## config.mk

```make
export PLATFORM = sky130hd
export DESIGN_NAME = axi_lite_mul_slave_flat
export DESIGN_NICKNAME = d
export VERILOG_FILES = /design/src/rtl/axi_lite_mul_slave_if.sv /design/src/rtl/axi_lite_mul_slave.sv /design/src/flat_wrapper.sv
export SDC_FILE = /design/constraint.sdc
export NUM_CORES = 1
export LEC_CHECK = 0
export ABC_AREA = 1
export ABC_CLOCK_PERIOD_IN_PS = 2200
export BUFFER_PORTS_ARGS = -buffer_cell sky130_fd_sc_hd__buf_2
export CORE_ASPECT_RATIO = 2
export CORE_MARGIN = 2
export CORE_UTILIZATION = 54
export DETAILED_ROUTE_END_ITERATION = 16
export GPL_ROUTABILITY_DRIVEN = 0
export GPL_TIMING_DRIVEN = 0
export PLACE_DENSITY = 0.72
export SETUP_SLACK_MARGIN = 0.5
export SLEW_MARGIN = 10
export SYNTH_ARGS = -nofsm -noshare
export SYNTH_HDL_FRONTEND = slang
export SYNTH_SLANG_ARGS = --single-unit
```

## constraint.sdc

```tcl
create_clock -name S_AXI_ACLK -period 2.2 [get_ports S_AXI_ACLK]
set_input_delay 0.22 -clock S_AXI_ACLK [delete_from_list [all_inputs] [get_ports S_AXI_ACLK]]
set_output_delay 0.22 -clock S_AXI_ACLK [all_outputs]
set_load 0.01 [all_outputs]
```

## src/rtl/axi_lite_mul_slave_if.sv

```systemverilog
// AXI4-Lite bundle between the hw_mul register file and its interconnect master.
// Latency: none, wires only.
// Backpressure: standard AXI4-Lite VALID/READY on all five channels.
// Ports: AW (AWADDR/AWPROT/AWVALID/AWREADY), W (WDATA/WSTRB/WVALID/WREADY),
//        B (BRESP/BVALID/BREADY), AR (ARADDR/ARPROT/ARVALID/ARREADY),
//        R (RDATA/RRESP/RVALID/RREADY). Clock and reset stay outside the bundle.
interface axi_lite_mul_slave_if #(
  parameter int C_S_AXI_DATA_WIDTH = 32,
  parameter int C_S_AXI_ADDR_WIDTH = 4
);
  logic [C_S_AXI_ADDR_WIDTH-1:0]   AWADDR;
  logic [2:0]                      AWPROT;
  logic                            AWVALID;
  logic                            AWREADY;
  logic [C_S_AXI_DATA_WIDTH-1:0]   WDATA;
  logic [C_S_AXI_DATA_WIDTH/8-1:0] WSTRB;
  logic                            WVALID;
  logic                            WREADY;
  logic [1:0]                      BRESP;
  logic                            BVALID;
  logic                            BREADY;
  logic [C_S_AXI_ADDR_WIDTH-1:0]   ARADDR;
  logic [2:0]                      ARPROT;
  logic                            ARVALID;
  logic                            ARREADY;
  logic [C_S_AXI_DATA_WIDTH-1:0]   RDATA;
  logic [1:0]                      RRESP;
  logic                            RVALID;
  logic                            RREADY;

  modport slave (
    input  AWADDR, AWPROT, AWVALID, output AWREADY,
    input  WDATA, WSTRB, WVALID,    output WREADY,
    output BRESP, BVALID,           input  BREADY,
    input  ARADDR, ARPROT, ARVALID, output ARREADY,
    output RDATA, RRESP, RVALID,    input  RREADY
  );

  modport master (
    output AWADDR, AWPROT, AWVALID, input  AWREADY,
    output WDATA, WSTRB, WVALID,    input  WREADY,
    input  BRESP, BVALID,           output BREADY,
    output ARADDR, ARPROT, ARVALID, input  ARREADY,
    input  RDATA, RRESP, RVALID,    output RREADY
  );
endinterface

```

## src/rtl/axi_lite_mul_slave.sv

```systemverilog
// AXI4-Lite register file for the iterative 16x16 shift-add multiplier with level irq.
// Latency: BVALID one cycle after the later of AW/W; RVALID one cycle after AR; multiply 18 cycles.
// Backpressure: BVALID/RVALID hold until BREADY/RREADY; no new AW/W while BVALID, no new AR while RVALID.
// Ports: S_AXI_ACLK clock, S_AXI_ARESETN async active-low reset, S_AXI slave bundle,
//        irq = registered DONE & IRQ_EN.
// Map: 0x0 A (RW), 0x4 B (RW), 0x8 CTRL {IRQ_EN, DONE(W1C), START/BUSY}, 0xC RESULT (RO).
module axi_lite_mul_slave #(
  parameter int C_S_AXI_DATA_WIDTH = 32,
  parameter int C_S_AXI_ADDR_WIDTH = 4,
  parameter int OPERAND_WIDTH      = 16
) (
  input  logic                       S_AXI_ACLK,
  input  logic                       S_AXI_ARESETN,
  axi_lite_mul_slave_if.slave        S_AXI,
  output logic                       irq
);

  localparam int DW = C_S_AXI_DATA_WIDTH;
  localparam int AW = C_S_AXI_ADDR_WIDTH;
  localparam int SW = DW / 8;
  localparam int PW = 2 * OPERAND_WIDTH;
  localparam int CW = $clog2(OPERAND_WIDTH);

  localparam logic [1:0] ST_IDLE   = 2'd0;
  localparam logic [1:0] ST_RUN    = 2'd1;
  localparam logic [1:0] ST_FINISH = 2'd2;

  // ---------------- write channel ----------------
  logic          awGot, wGot, bValid;
  logic [AW-1:0] awAddrQ;
  logic [DW-1:0] wDataQ;
  logic [SW-1:0] wStrbQ;
  logic          awReady, wReady, awHs, wHs, wrEn;
  logic [AW-1:0] wrAddr;
  logic [DW-1:0] wrData;
  logic [SW-1:0] wrStrb;
  logic [1:0]    wrIdx;

  assign awReady = S_AXI.AWVALID & ~awGot & ~bValid;
  assign wReady  = S_AXI.WVALID  & ~wGot  & ~bValid;
  assign awHs    = awReady;
  assign wHs     = wReady;

  // A channel captured in an earlier cycle is replayed from its holding register.
  assign wrAddr = awGot ? awAddrQ : S_AXI.AWADDR;
  assign wrData = wGot  ? wDataQ  : S_AXI.WDATA;
  assign wrStrb = wGot  ? wStrbQ  : S_AXI.WSTRB;
  assign wrEn   = (awGot | awHs) & (wGot | wHs);
  assign wrIdx  = wrAddr[3:2];

  always_ff @(posedge S_AXI_ACLK or negedge S_AXI_ARESETN) begin
    if (!S_AXI_ARESETN) begin
      awGot   <= 1'b0;
      wGot    <= 1'b0;
      bValid  <= 1'b0;
      awAddrQ <= '0;
      wDataQ  <= '0;
      wStrbQ  <= '0;
    end else begin
      if (bValid && S_AXI.BREADY) bValid <= 1'b0;
      if (wrEn) begin
        awGot  <= 1'b0;
        wGot   <= 1'b0;
        bValid <= 1'b1;
      end else begin
        if (awHs) begin
          awGot   <= 1'b1;
          awAddrQ <= S_AXI.AWADDR;
        end
        if (wHs) begin
          wGot   <= 1'b1;
          wDataQ <= S_AXI.WDATA;
          wStrbQ <= S_AXI.WSTRB;
        end
      end
    end
  end

  assign S_AXI.AWREADY = awReady;
  assign S_AXI.WREADY  = wReady;
  assign S_AXI.BVALID  = bValid;
  assign S_AXI.BRESP   = 2'b00;

  // ---------------- registers ----------------
  logic [DW-1:0]            regA, regB;
  logic [PW-1:0]            resultQ;
  logic                     done, irqEn;
  logic [1:0]               state;
  logic [PW-1:0]            mcand, acc;
  logic [OPERAND_WIDTH-1:0] mplier;
  logic [CW-1:0]            cnt;
  logic                     busy, ctrlWr, startReq, finish;

  assign busy     = (state != ST_IDLE);
  assign ctrlWr   = wrEn && (wrIdx == 2'd2) && wrStrb[0];
  assign startReq = ctrlWr && wrData[0] && (state == ST_IDLE);
  assign finish   = (state == ST_FINISH);

  always_ff @(posedge S_AXI_ACLK or negedge S_AXI_ARESETN) begin
    if (!S_AXI_ARESETN) begin
      regA  <= '0;
      regB  <= '0;
      irqEn <= 1'b0;
      done  <= 1'b0;
    end else begin
      for (int i = 0; i < SW; i++) begin
        if (wrEn && wrIdx == 2'd0 && wrStrb[i]) regA[i*8 +: 8] <= wrData[i*8 +: 8];
        if (wrEn && wrIdx == 2'd1 && wrStrb[i]) regB[i*8 +: 8] <= wrData[i*8 +: 8];
      end
      if (ctrlWr) irqEn <= wrData[2];
      // Completion beats a simultaneous W1C so a finished result is never lost.
      if (finish)                    done <= 1'b1;
      else if (ctrlWr && wrData[1])  done <= 1'b0;
    end
  end

  // ---------------- multiplier FSM ----------------
  always_ff @(posedge S_AXI_ACLK or negedge S_AXI_ARESETN) begin
    if (!S_AXI_ARESETN) begin
      state   <= ST_IDLE;
      mcand   <= '0;
      mplier  <= '0;
      acc     <= '0;
      cnt     <= '0;
      resultQ <= '0;
    end else begin
      case (state)
        ST_IDLE: begin
          if (startReq) begin
            // Working copies decouple the run from later writes to A/B.
            mcand  <= PW'(regA[OPERAND_WIDTH-1:0]);
            mplier <= regB[OPERAND_WIDTH-1:0];
            acc    <= '0;
            cnt    <= '0;
            state  <= ST_RUN;
          end
        end
        ST_RUN: begin
          if (mplier[0]) acc <= acc + mcand;
          mcand  <= mcand << 1;
          mplier <= mplier >> 1;
          cnt    <= cnt + 1'b1;
          if (cnt == CW'(OPERAND_WIDTH - 1)) state <= ST_FINISH;
        end
        ST_FINISH: begin
          resultQ <= acc;
          state   <= ST_IDLE;
        end
        default: state <= ST_IDLE;
      endcase
    end
  end

  always_ff @(posedge S_AXI_ACLK or negedge S_AXI_ARESETN) begin
    if (!S_AXI_ARESETN) irq <= 1'b0;
    else                irq <= done & irqEn;
  end

  // ---------------- read channel ----------------
  logic          rValid, arReady;
  logic [DW-1:0] rData, rdMux;

  assign arReady = S_AXI.ARVALID & ~rValid;

  always_comb begin
    rdMux = '0;
    case (S_AXI.ARADDR[3:2])
      2'd0:    rdMux = regA;
      2'd1:    rdMux = regB;
      2'd2:    rdMux = {{(DW-3){1'b0}}, irqEn, done, busy};
      default: rdMux = DW'(resultQ);
    endcase
  end

  // Sampling the current register values gives read-before-write on a same-cycle collision.
  always_ff @(posedge S_AXI_ACLK or negedge S_AXI_ARESETN) begin
    if (!S_AXI_ARESETN) begin
      rValid <= 1'b0;
      rData  <= '0;
    end else if (arReady) begin
      rValid <= 1'b1;
      rData  <= rdMux;
    end else if (rValid && S_AXI.RREADY) begin
      rValid <= 1'b0;
    end
  end

  assign S_AXI.ARREADY = arReady;
  assign S_AXI.RVALID  = rValid;
  assign S_AXI.RDATA   = rData;
  assign S_AXI.RRESP   = 2'b00;

  logic unusedBits;
  assign unusedBits = ^{S_AXI.AWPROT, S_AXI.ARPROT, wrAddr[1:0], S_AXI.ARADDR[1:0]};

endmodule

```

## src/flat_wrapper.sv

```systemverilog
// flat-port wrapper written by rule: the top's interface ports become plain ports
module axi_lite_mul_slave_flat 
#(
  parameter int C_S_AXI_DATA_WIDTH = 32,
  parameter int C_S_AXI_ADDR_WIDTH = 4,
  parameter int OPERAND_WIDTH      = 16
)
  (S_AXI_ACLK, S_AXI_ARESETN, irq, S_AXI_AWADDR, S_AXI_AWPROT, S_AXI_AWVALID, S_AXI_AWREADY, S_AXI_WDATA, S_AXI_WSTRB, S_AXI_WVALID, S_AXI_WREADY, S_AXI_BRESP, S_AXI_BVALID, S_AXI_BREADY, S_AXI_ARADDR, S_AXI_ARPROT, S_AXI_ARVALID, S_AXI_ARREADY, S_AXI_RDATA, S_AXI_RRESP, S_AXI_RVALID, S_AXI_RREADY);
  axi_lite_mul_slave_if #(.C_S_AXI_DATA_WIDTH(C_S_AXI_DATA_WIDTH), .C_S_AXI_ADDR_WIDTH(C_S_AXI_ADDR_WIDTH)) S_AXI_i ();
  input  logic S_AXI_ACLK;
  input  logic S_AXI_ARESETN;
  output logic irq;
  input wire logic [$bits(S_AXI_i.AWADDR)-1:0] S_AXI_AWADDR;
  input wire logic [$bits(S_AXI_i.AWPROT)-1:0] S_AXI_AWPROT;
  input wire logic [$bits(S_AXI_i.AWVALID)-1:0] S_AXI_AWVALID;
  output wire logic [$bits(S_AXI_i.AWREADY)-1:0] S_AXI_AWREADY;
  input wire logic [$bits(S_AXI_i.WDATA)-1:0] S_AXI_WDATA;
  input wire logic [$bits(S_AXI_i.WSTRB)-1:0] S_AXI_WSTRB;
  input wire logic [$bits(S_AXI_i.WVALID)-1:0] S_AXI_WVALID;
  output wire logic [$bits(S_AXI_i.WREADY)-1:0] S_AXI_WREADY;
  output wire logic [$bits(S_AXI_i.BRESP)-1:0] S_AXI_BRESP;
  output wire logic [$bits(S_AXI_i.BVALID)-1:0] S_AXI_BVALID;
  input wire logic [$bits(S_AXI_i.BREADY)-1:0] S_AXI_BREADY;
  input wire logic [$bits(S_AXI_i.ARADDR)-1:0] S_AXI_ARADDR;
  input wire logic [$bits(S_AXI_i.ARPROT)-1:0] S_AXI_ARPROT;
  input wire logic [$bits(S_AXI_i.ARVALID)-1:0] S_AXI_ARVALID;
  output wire logic [$bits(S_AXI_i.ARREADY)-1:0] S_AXI_ARREADY;
  output wire logic [$bits(S_AXI_i.RDATA)-1:0] S_AXI_RDATA;
  output wire logic [$bits(S_AXI_i.RRESP)-1:0] S_AXI_RRESP;
  output wire logic [$bits(S_AXI_i.RVALID)-1:0] S_AXI_RVALID;
  input wire logic [$bits(S_AXI_i.RREADY)-1:0] S_AXI_RREADY;
  assign S_AXI_i.AWADDR = S_AXI_AWADDR;
  assign S_AXI_i.AWPROT = S_AXI_AWPROT;
  assign S_AXI_i.AWVALID = S_AXI_AWVALID;
  assign S_AXI_AWREADY = S_AXI_i.AWREADY;
  assign S_AXI_i.WDATA = S_AXI_WDATA;
  assign S_AXI_i.WSTRB = S_AXI_WSTRB;
  assign S_AXI_i.WVALID = S_AXI_WVALID;
  assign S_AXI_WREADY = S_AXI_i.WREADY;
  assign S_AXI_BRESP = S_AXI_i.BRESP;
  assign S_AXI_BVALID = S_AXI_i.BVALID;
  assign S_AXI_i.BREADY = S_AXI_BREADY;
  assign S_AXI_i.ARADDR = S_AXI_ARADDR;
  assign S_AXI_i.ARPROT = S_AXI_ARPROT;
  assign S_AXI_i.ARVALID = S_AXI_ARVALID;
  assign S_AXI_ARREADY = S_AXI_i.ARREADY;
  assign S_AXI_RDATA = S_AXI_i.RDATA;
  assign S_AXI_RRESP = S_AXI_i.RRESP;
  assign S_AXI_RVALID = S_AXI_i.RVALID;
  assign S_AXI_i.RREADY = S_AXI_RREADY;
  axi_lite_mul_slave #(.C_S_AXI_DATA_WIDTH(C_S_AXI_DATA_WIDTH), .C_S_AXI_ADDR_WIDTH(C_S_AXI_ADDR_WIDTH), .OPERAND_WIDTH(OPERAND_WIDTH)) u_core (.S_AXI_ACLK(S_AXI_ACLK), .S_AXI_ARESETN(S_AXI_ARESETN), .S_AXI(S_AXI_i), .irq(irq));
endmodule
```

==> flow_metrics.env, run 1 <==
export IMPL_status="complete, but fails checks"
export IMPL_violations="hold timing"
export IMPL_htreeDepth=1
export IMPL_cp_arrival_ns=1.79
export IMPL_clock_latency_ns=0.56
export IMPL_async_reset_ff_frac=1.00
export IMPL_die_area_sq_mm=0.0258
export IMPL_cap_violations=0
export IMPL_holdWs_ns=-0.0250
export IMPL_diodes=0
export IMPL_area_delta_synth_final_pct=36.5
export IMPL_start_util=0.546
export IMPL_worstSetupPathType="reg -> out"
export IMPL_tritoncts="yes"
export IMPL_clockBufferDepth=3
export IMPL_drt_wirelength_per_cell_um=19.9
export IMPL_ys_seq_area_frac=0.490
export IMPL_register_area_sq_mm=0.00650
export IMPL_max_freq_mhz=498
export IMPL_placed_cells=2076
export IMPL_drv_slew=0
export IMPL_critPathRequiredTime_ns=1.98
export IMPL_grt_remaining_overflow=0
export IMPL_vias=13100
export IMPL_worstSetupEndpointType="output port"
export IMPL_fin_worst_skew_ns=0.0332
export IMPL_track_usage=0.315
export IMPL_drive_above_1_share=0.287
export IMPL_dp_hpwl_um=26400
export IMPL_synth_top_area_cell="dfrtp_1"
export IMPL_multi_input_area_sq_mm=0.00687
export IMPL_p_comb_frac=0.547
export IMPL_fin_util=0.745
export IMPL_synth_warning_count=0
export IMPL_postRouteAntennaNets=0
export IMPL_fin_crit_ns=2.01
export IMPL_clock_root_buffer="clkbuf_16"
export IMPL_coreArea_sq_mm=0.0242
export IMPL_p_seq_frac=0.294
export IMPL_io_buffers=84
export IMPL_die_h_um=225
export IMPL_antenna_found_initial=0
export IMPL_finalCritPeriodShare=0.913
export IMPL_std_cell_rows=81
export IMPL_yosys_register_bits=259
export IMPL_hp_class="in -> reg"
export IMPL_synthCells=1697
export IMPL_drt_wl_total_um=44900
export IMPL_dieWidth_um=115
export IMPL_rsz0062_at_grt="yes"
export IMPL_finalNonFillerCells=2257
export IMPL_synthFlopType="dfrtp_1"
export IMPL_nNetsFinal=2042
export IMPL_firstDrtPassIters=5
export IMPL_cts_buffers=24
export IMPL_finalSetupViolCount=0
export IMPL_switching_share=0.440
export IMPL_start_kind="flip-flop"
export IMPL_p_sw_mw=12.4
export IMPL_drc=0
export IMPL_grt_pass1_vias=12500
export IMPL_netlist_area_leader_share=0.490
export IMPL_power_density_mw_per_mm2=1560
export IMPL_num_fill_cells=1576
export IMPL_clk_pin_slew_ns=0.07
export IMPL_pin_count=99
export IMPL_slew_headroom=0.538
export IMPL_critPathMaxFanout=7
export IMPL_ir_drop_mv=1.35
export IMPL_ys_types=38
export IMPL_grt_max_degree=113
export IMPL_tightest_slew_ns=0.694
export IMPL_grt_pass1_wl_um=63900
export IMPL_drtIter0Drc=1109
export IMPL_power_total_mw=28.1
export IMPL_hold_viol_final=2
export IMPL_synthTopCellsByArea="dfrtp_1, nand2_1, o21ai_0, inv_1, ha_1"
export IMPL_p_leak_nw=8.99
export IMPL_synth_avg_cell_area_sq_um=7.79
export IMPL_cts_sinks=259
export IMPL_p_int_mw=15.7
export IMPL_viasPerCell=5.82
export IMPL_synth_edff_count=0
export IMPL_clkPwrFrac=0.159
export IMPL_syn_area_sq_mm=0.0132
==> final cells by class <==
class                   instances  share of cell area
multi-input cells            1102               0.381
flip-flops and latches        259               0.360
repair buffers                225               0.106
inverters                     273              0.0576
clock buffers                  31              0.0359
plain buffers                  67              0.0292
well taps                     290              0.0201
clock inverters                10             0.00992
==> power by group through the flow <==
| stage | Combinational [mW] | Clock [mW] | Sequential [mW] |
|---|---|---|---|
| 2_1_floorplan | 6.86 | 0 | 7.64 |
| 3_3_place_gp | 9.37 | 0 | 7.91 |
| 3_5_place_dp | 9.55 | 0 | 7.95 |
| 4_1_cts | 12.4 | 4.46 | 8.04 |
| 5_1_grt | 16.6 | 4.62 | 8.37 |
| 6_report | 15.4 | 4.48 | 8.25 |
==> what timing repair did <==
item                       4_1_cts  5_1_grt
gates resized for setup        248      314
pin swaps                       52       36
cloned                           5       10
hold endpoints to repair        84        0
buffers inserted                60       28
hold buffers                    37        0
setup endpoints to repair      200      200
==> critical path: stages (launching register included) <==
cell     delay, ns
dfrtp_1       0.40
buf_6         0.15
buf_4         0.14
buf_8         0.13
nor3_4        0.23
buf_2         0.19
==> worst paths after layout <==
| kind | startpoint | to | slack [ns] | cells after the start |
|---|---|---|---|---|
| min in group asynchronous | S_AXI_ARESETN | u_core.regA[28]$_DFFE_PN0P_ | 0.16 | 2 |
| max in group asynchronous | S_AXI_ARESETN | u_core.acc[14]$_DFFE_PN0P_ | 1.10 | 3 |
| worst min register to register | u_core.S_AXI.RDATA[27]$_DFFE_PN0P_ | u_core.S_AXI.RDATA[27]$_DFFE_PN0P_ | 0.48 | 2 |
| worst max-delay path | u_core.wGot$_DFFE_PN0P_ | S_AXI_WREADY | 0.19 | 5 |
| worst max register to register | u_core.S_AXI.BVALID$_DFFE_PN0P_ | u_core.mcand[8]$_DFFE_PN0P_ | 0.21 | 10 |
| worst min-delay path | S_AXI_WDATA[8] | u_core.wDataQ[8]$_DFFE_PN0P_ | -0.03 | 3 |
==> cell usage in the layout, fill, tap and decap left out, drive strengths merged, types with 10 or more instances in the layout <==
cell type / Yosys / layout
a21oi: 57 / 57
buf: 27 / 217
clkbuf: 40 / 69
dfrtp: 259 / 259
dlygate4sd3: 0 / 37
ha: 32 / 32
inv: 272 / 274
mux2: 20 / 20
nand2: 544 / 545
nand3: 46 / 46
nor2: 59 / 59
o211ai: 30 / 30
o21ai: 215 / 215
o22ai: 51 / 51
xnor2: 10 / 10
==> cell usage after synthesis, drive strengths merged, types with 2 or more instances <==
| library cell | number |
|---|---|
| nand2 | 544 |
| inv | 272 |
| dfrtp | 259 |
| o21ai | 215 |
| nor2 | 59 |
| a21oi | 57 |
| o22ai | 51 |
| nand3 | 46 |
| clkbuf | 40 |
| ha | 32 |
| o211ai | 30 |
| buf | 27 |
| mux2 | 20 |
| xnor2 | 10 |
| nor3 | 8 |
| nor3b | 6 |
| a221oi | 4 |
| o21bai | 4 |
| nand4 | 3 |
| xor2 | 3 |
| or2 | 2 |
==> registers in the layout, indices dropped and copies added (netlist names) <==
name and count:
u_core.S_AXI.BVALID 1, u_core.regA 32, u_core.acc 32, u_core.wStrbQ 4, u_core.mplier 16, u_core.irqEn 1
u_core.irq 1, u_core.wDataQ 32, u_core.resultQ 32, u_core.mcand 32, u_core.awGot 1, u_core.wGot 1
u_core.S_AXI.RDATA 32, u_core.state 2, u_core.awAddrQ 2, u_core.S_AXI.RVALID 1, u_core.cnt 4, u_core.done 1
u_core.regB 32
==> cells by family (layout without fill, tap and decap cells) <==
kind of cell | count (synthesis) | after routing | synth area share
muxes | 20 | 20 | 0.0170
xor gates and xnor gates | 13 | 13 | 0.00861
other | 1 | 4 | 0.000284
DFF | 259 | 259 | 0.490
adders and majority gates | 33 | 33 | 0.0318
AOI/OAI and AO/OA | 362 | 362 | 0.150
and+or+nand+nor | 669 | 670 | 0.202
buffers and inverters | 340 | 606 | 0.0998
==> routing by layer <==
metal,GRT usage,up-vias,share of wire
li1,-,5919,-
met1,0.384,6291,0.37
met2,0.555,699,0.50
met3,0.0342,222,0.066
met4,0.143,0,0.065
met5,0,-,0
==> per-stage QoR <==
stage / setup slack, ns / area [sq um] / setup TNS, ns
after floorplan: 0.500 / 13300 / 0
after global placement: -4.17 / 14100 / -961.09
after detailed placement: -0.0704 / 14100 / -0.692
after CTS: 0.310 / 16800 / 0
after global routing: 0.169 / 18000 / 0
final: 0.192 / 18000 / 0
Note: power is estimated with default switching activity, not from simulation.
==> run 2, diff against run 1 <==
--- a/config.mk
+++ b/config.mk
@@ -5,7 +5,6 @@
 export SDC_FILE = /design/constraint.sdc
 export NUM_CORES = 1
 export LEC_CHECK = 0
-export ABC_AREA = 1
 export ABC_CLOCK_PERIOD_IN_PS = 2200
 export BUFFER_PORTS_ARGS = -buffer_cell sky130_fd_sc_hd__buf_2
 export CORE_ASPECT_RATIO = 2
==> flow_metrics.env, run 2 <==
export IMPL_cts_buffers=23
export IMPL_cp_arrival_ns=3.46
export IMPL_r2r_setup_slack_ns=-0.84
export IMPL_dp_hpwl_um=22900
export IMPL_async_reset_ff_frac=1.00
export IMPL_cp_startpoint="u_core.acc[2]$_DFFE_PN0P_"
export IMPL_rr_startpoint="u_core.acc[2]$_DFFE_PN0P_"
export IMPL_tritoncts="yes"
export IMPL_slew_headroom=0.296
export IMPL_pin_count=99
export IMPL_dpl_worst_slack_ns=-0.932
export IMPL_power_density_mw_per_mm2=1500
export IMPL_clock_latency_ns=0.54
export IMPL_critPathMaxFanout=4
export IMPL_clock_root_buffer="clkbuf_16"
export IMPL_synth_commonest_cells="dfrtp_1, nand2_1, o21ai_0, nor2_1"
export IMPL_std_cell_rows=78
export IMPL_worstSetupEndpointType="flip-flop"
export IMPL_hp_start="S_AXI_AWVALID"
export IMPL_drc=0
export IMPL_synth_edff_count=0
export IMPL_diodes=0
export IMPL_synth_avg_cell_area_sq_um=10.2
export IMPL_drt_wirelength_per_cell_um=24.9
export IMPL_vias=11000
export IMPL_start_kind="flip-flop"
export IMPL_yosys_register_bits=259
export IMPL_drt_wl_total_um=44000
export IMPL_grt_remaining_overflow=0
export IMPL_violations="setup timing"
export IMPL_finalSetupViolCount=41
export IMPL_tightest_slew_ns=1.06
export IMPL_dieWidth_um=111
export IMPL_netlist_area_leader_share=0.526
export IMPL_coreArea_sq_mm=0.0225
export IMPL_hold_depth=3
export IMPL_rsz0062_at_grt="yes"
export IMPL_synth_top_area_cell="dfrtp_1"
export IMPL_syn_area_sq_mm=0.0123
export IMPL_r2r_end="u_core.acc[31]$_DFFE_PN0P_"
export IMPL_max_stage_delay_ns=0.54
export IMPL_yosysMostFrequentCell="dfrtp_1"
export IMPL_grt_max_degree=96
export IMPL_path_buf_inv=0
export IMPL_grt_pass1_vias=10700
export IMPL_hold_viol_final=0
export IMPL_synth_warning_count=0
export IMPL_clockBufferDepth=3
export IMPL_start_util=0.546
export IMPL_status="complete, but fails checks"
export IMPL_ys_seq_area_frac=0.526
export IMPL_synthTopCellsByArea="dfrtp_1, nand2_1, mux2_2, mux2i_1, o21ai_0"
export IMPL_cts_sinks=259
export IMPL_slowest_stage="dfrtp_1"
export IMPL_finalCritPeriodShare=1.38
export IMPL_nNetsFinal=1561
export IMPL_postRouteAntennaNets=0
export IMPL_die_area_sq_mm=0.0241
export IMPL_synthFlopType="dfrtp_1"
export IMPL_drv_slew=0
export IMPL_worstPathCellList="ha_4 > o21ai_1 > nor2_2 > o31ai_4 > o221ai_4 > a31oi_4 > a21oi_4 > a311o_2 > mux2i_2 > a211oi_1 > o21bai_1"
export IMPL_ys_types=56
export IMPL_setup_slack_ns=-0.836
export IMPL_io_buffers=82
export IMPL_p_leak_nw=8.09
export IMPL_setup_tns_ns=-11.36
export IMPL_antenna_found_initial=0
export IMPL_drtIter0Drc=914
export IMPL_reg2reg_depth=11
export IMPL_firstDrtPassIters=5
export IMPL_power_total_mw=26.4
export IMPL_drive_above_1_share=0.391
export IMPL_synthCells=1208
export IMPL_area_delta_synth_final_pct=42.6
export IMPL_die_h_um=218
export IMPL_cap_violations=0
export IMPL_worst_hold_path_endpoint="u_core.awGot$_DFFE_PN0P_"
export IMPL_worstSetupPathType="reg -> reg"
export IMPL_final_common_cell="dfrtp_1"
export IMPL_htreeDepth=1
export IMPL_viasPerCell=6.23
export IMPL_fin_worst_skew_ns=0.0267
export IMPL_critPathRequiredTime_ns=2.63
export IMPL_path_delay_family="compound AO/OA/AOI/OAI gates"
export IMPL_clk_pin_slew_ns=0.07
export IMPL_grt_pass1_wl_um=55800
export IMPL_ir_drop_mv=1.03
export IMPL_hp_class="in -> reg"
export IMPL_track_usage=0.292
export IMPL_max_freq_mhz=329
export IMPL_final_cell_mix="dfrtp_1, nand2_1, buf_2"
export IMPL_fin_crit_ns=3.04
run 2: logic make-up (layout without fill, tap and decap cells):
logic type	count (synthesis)	in the layout	share of synthesized area
compound gates	294	294	0.144
buf+inv	93	370	0.0298
other cells	1	4	0.000305
flops	259	259	0.526
xor+xnor	23	23	0.0164
fa+ha+maj	33	33	0.0341
simple gates	364	364	0.124
mux	141	141	0.125
run 2: worst reg2reg max path: cells and delay by family, from the launching register on:
family / cells / cell delay, ns
mux: 1 / 0.24
flops: 1 / 0.54
compound gates: 8 / 1.79
simple gates: 1 / 0.09
fa+ha+maj: 1 / 0.28
run 2: worst max-delay path by stage:
stage / cells after the start / slack (ns) / to
after floorplan: 11 / -0.47 / u_core.acc[31]$_DFFE_PN0P_
after global placement: 1 / -3.68 / u_core.mcand[26]$_DFFE_PN0P_
after detailed placement: 11 / -0.93 / u_core.acc[31]$_DFFE_PN0P_
after CTS: 11 / -0.70 / u_core.acc[31]$_DFFE_PN0P_
after global routing: 14 / -0.91 / u_core.acc[27]$_DFFE_PN0P_
final: 11 / -0.84 / u_core.acc[31]$_DFFE_PN0P_
run 2: per-layer routing:
layer,track usage,wire [um],vias up
met4,0.174,4030,0
met5,0,0,-
met3,0.0325,2650,230
met1,0.311,14400,5473
li1,-,-,4751
met2,0.547,22900,567
run 2: power by group:
group	leakage (nW)	internal, mW	switching, mW
registers	3.31	6.78	2.09
clock network	0.402	2.57	1.90
logic	4.38	6.40	6.64
run 2: area by class of cell:
class                      count  area (sq um)
multi-input combinational    859          6890
sequential                   259          6480
fill                        1229          4990
timing repair buffer         235          2130
buffer                        77           816
clock buffer                  33           663
tap                          280           350
clock inverter                 9           149
inverter                      16          62.6
run 2: repair_timing:
| item | 4_1_cts | 5_1_grt |
|---|---|---|
| buffers inserted | 57 | 33 |
| pin swaps | 48 | 67 |
| gates resized for setup | 226 | 319 |
| hold buffers | 40 | 0 |
| hold endpoints to repair | 124 | 0 |
| endpoints found under the setup margin | 210 | 218 |
| cloned | 11 | 10 |
run 2: stage by stage:
stage	hold slack, ns	instance area [sq um]	util	std cells
global placement	0.404	13400	0.594	1573
detailed placement	0.269	13500	0.597	1575
finish	0.0594	17600	0.778	1768
global route	0.0744	17600	0.778	1768
CTS	0.0135	16100	0.716	1725
floorplan	-0.0756	12600	-	1211
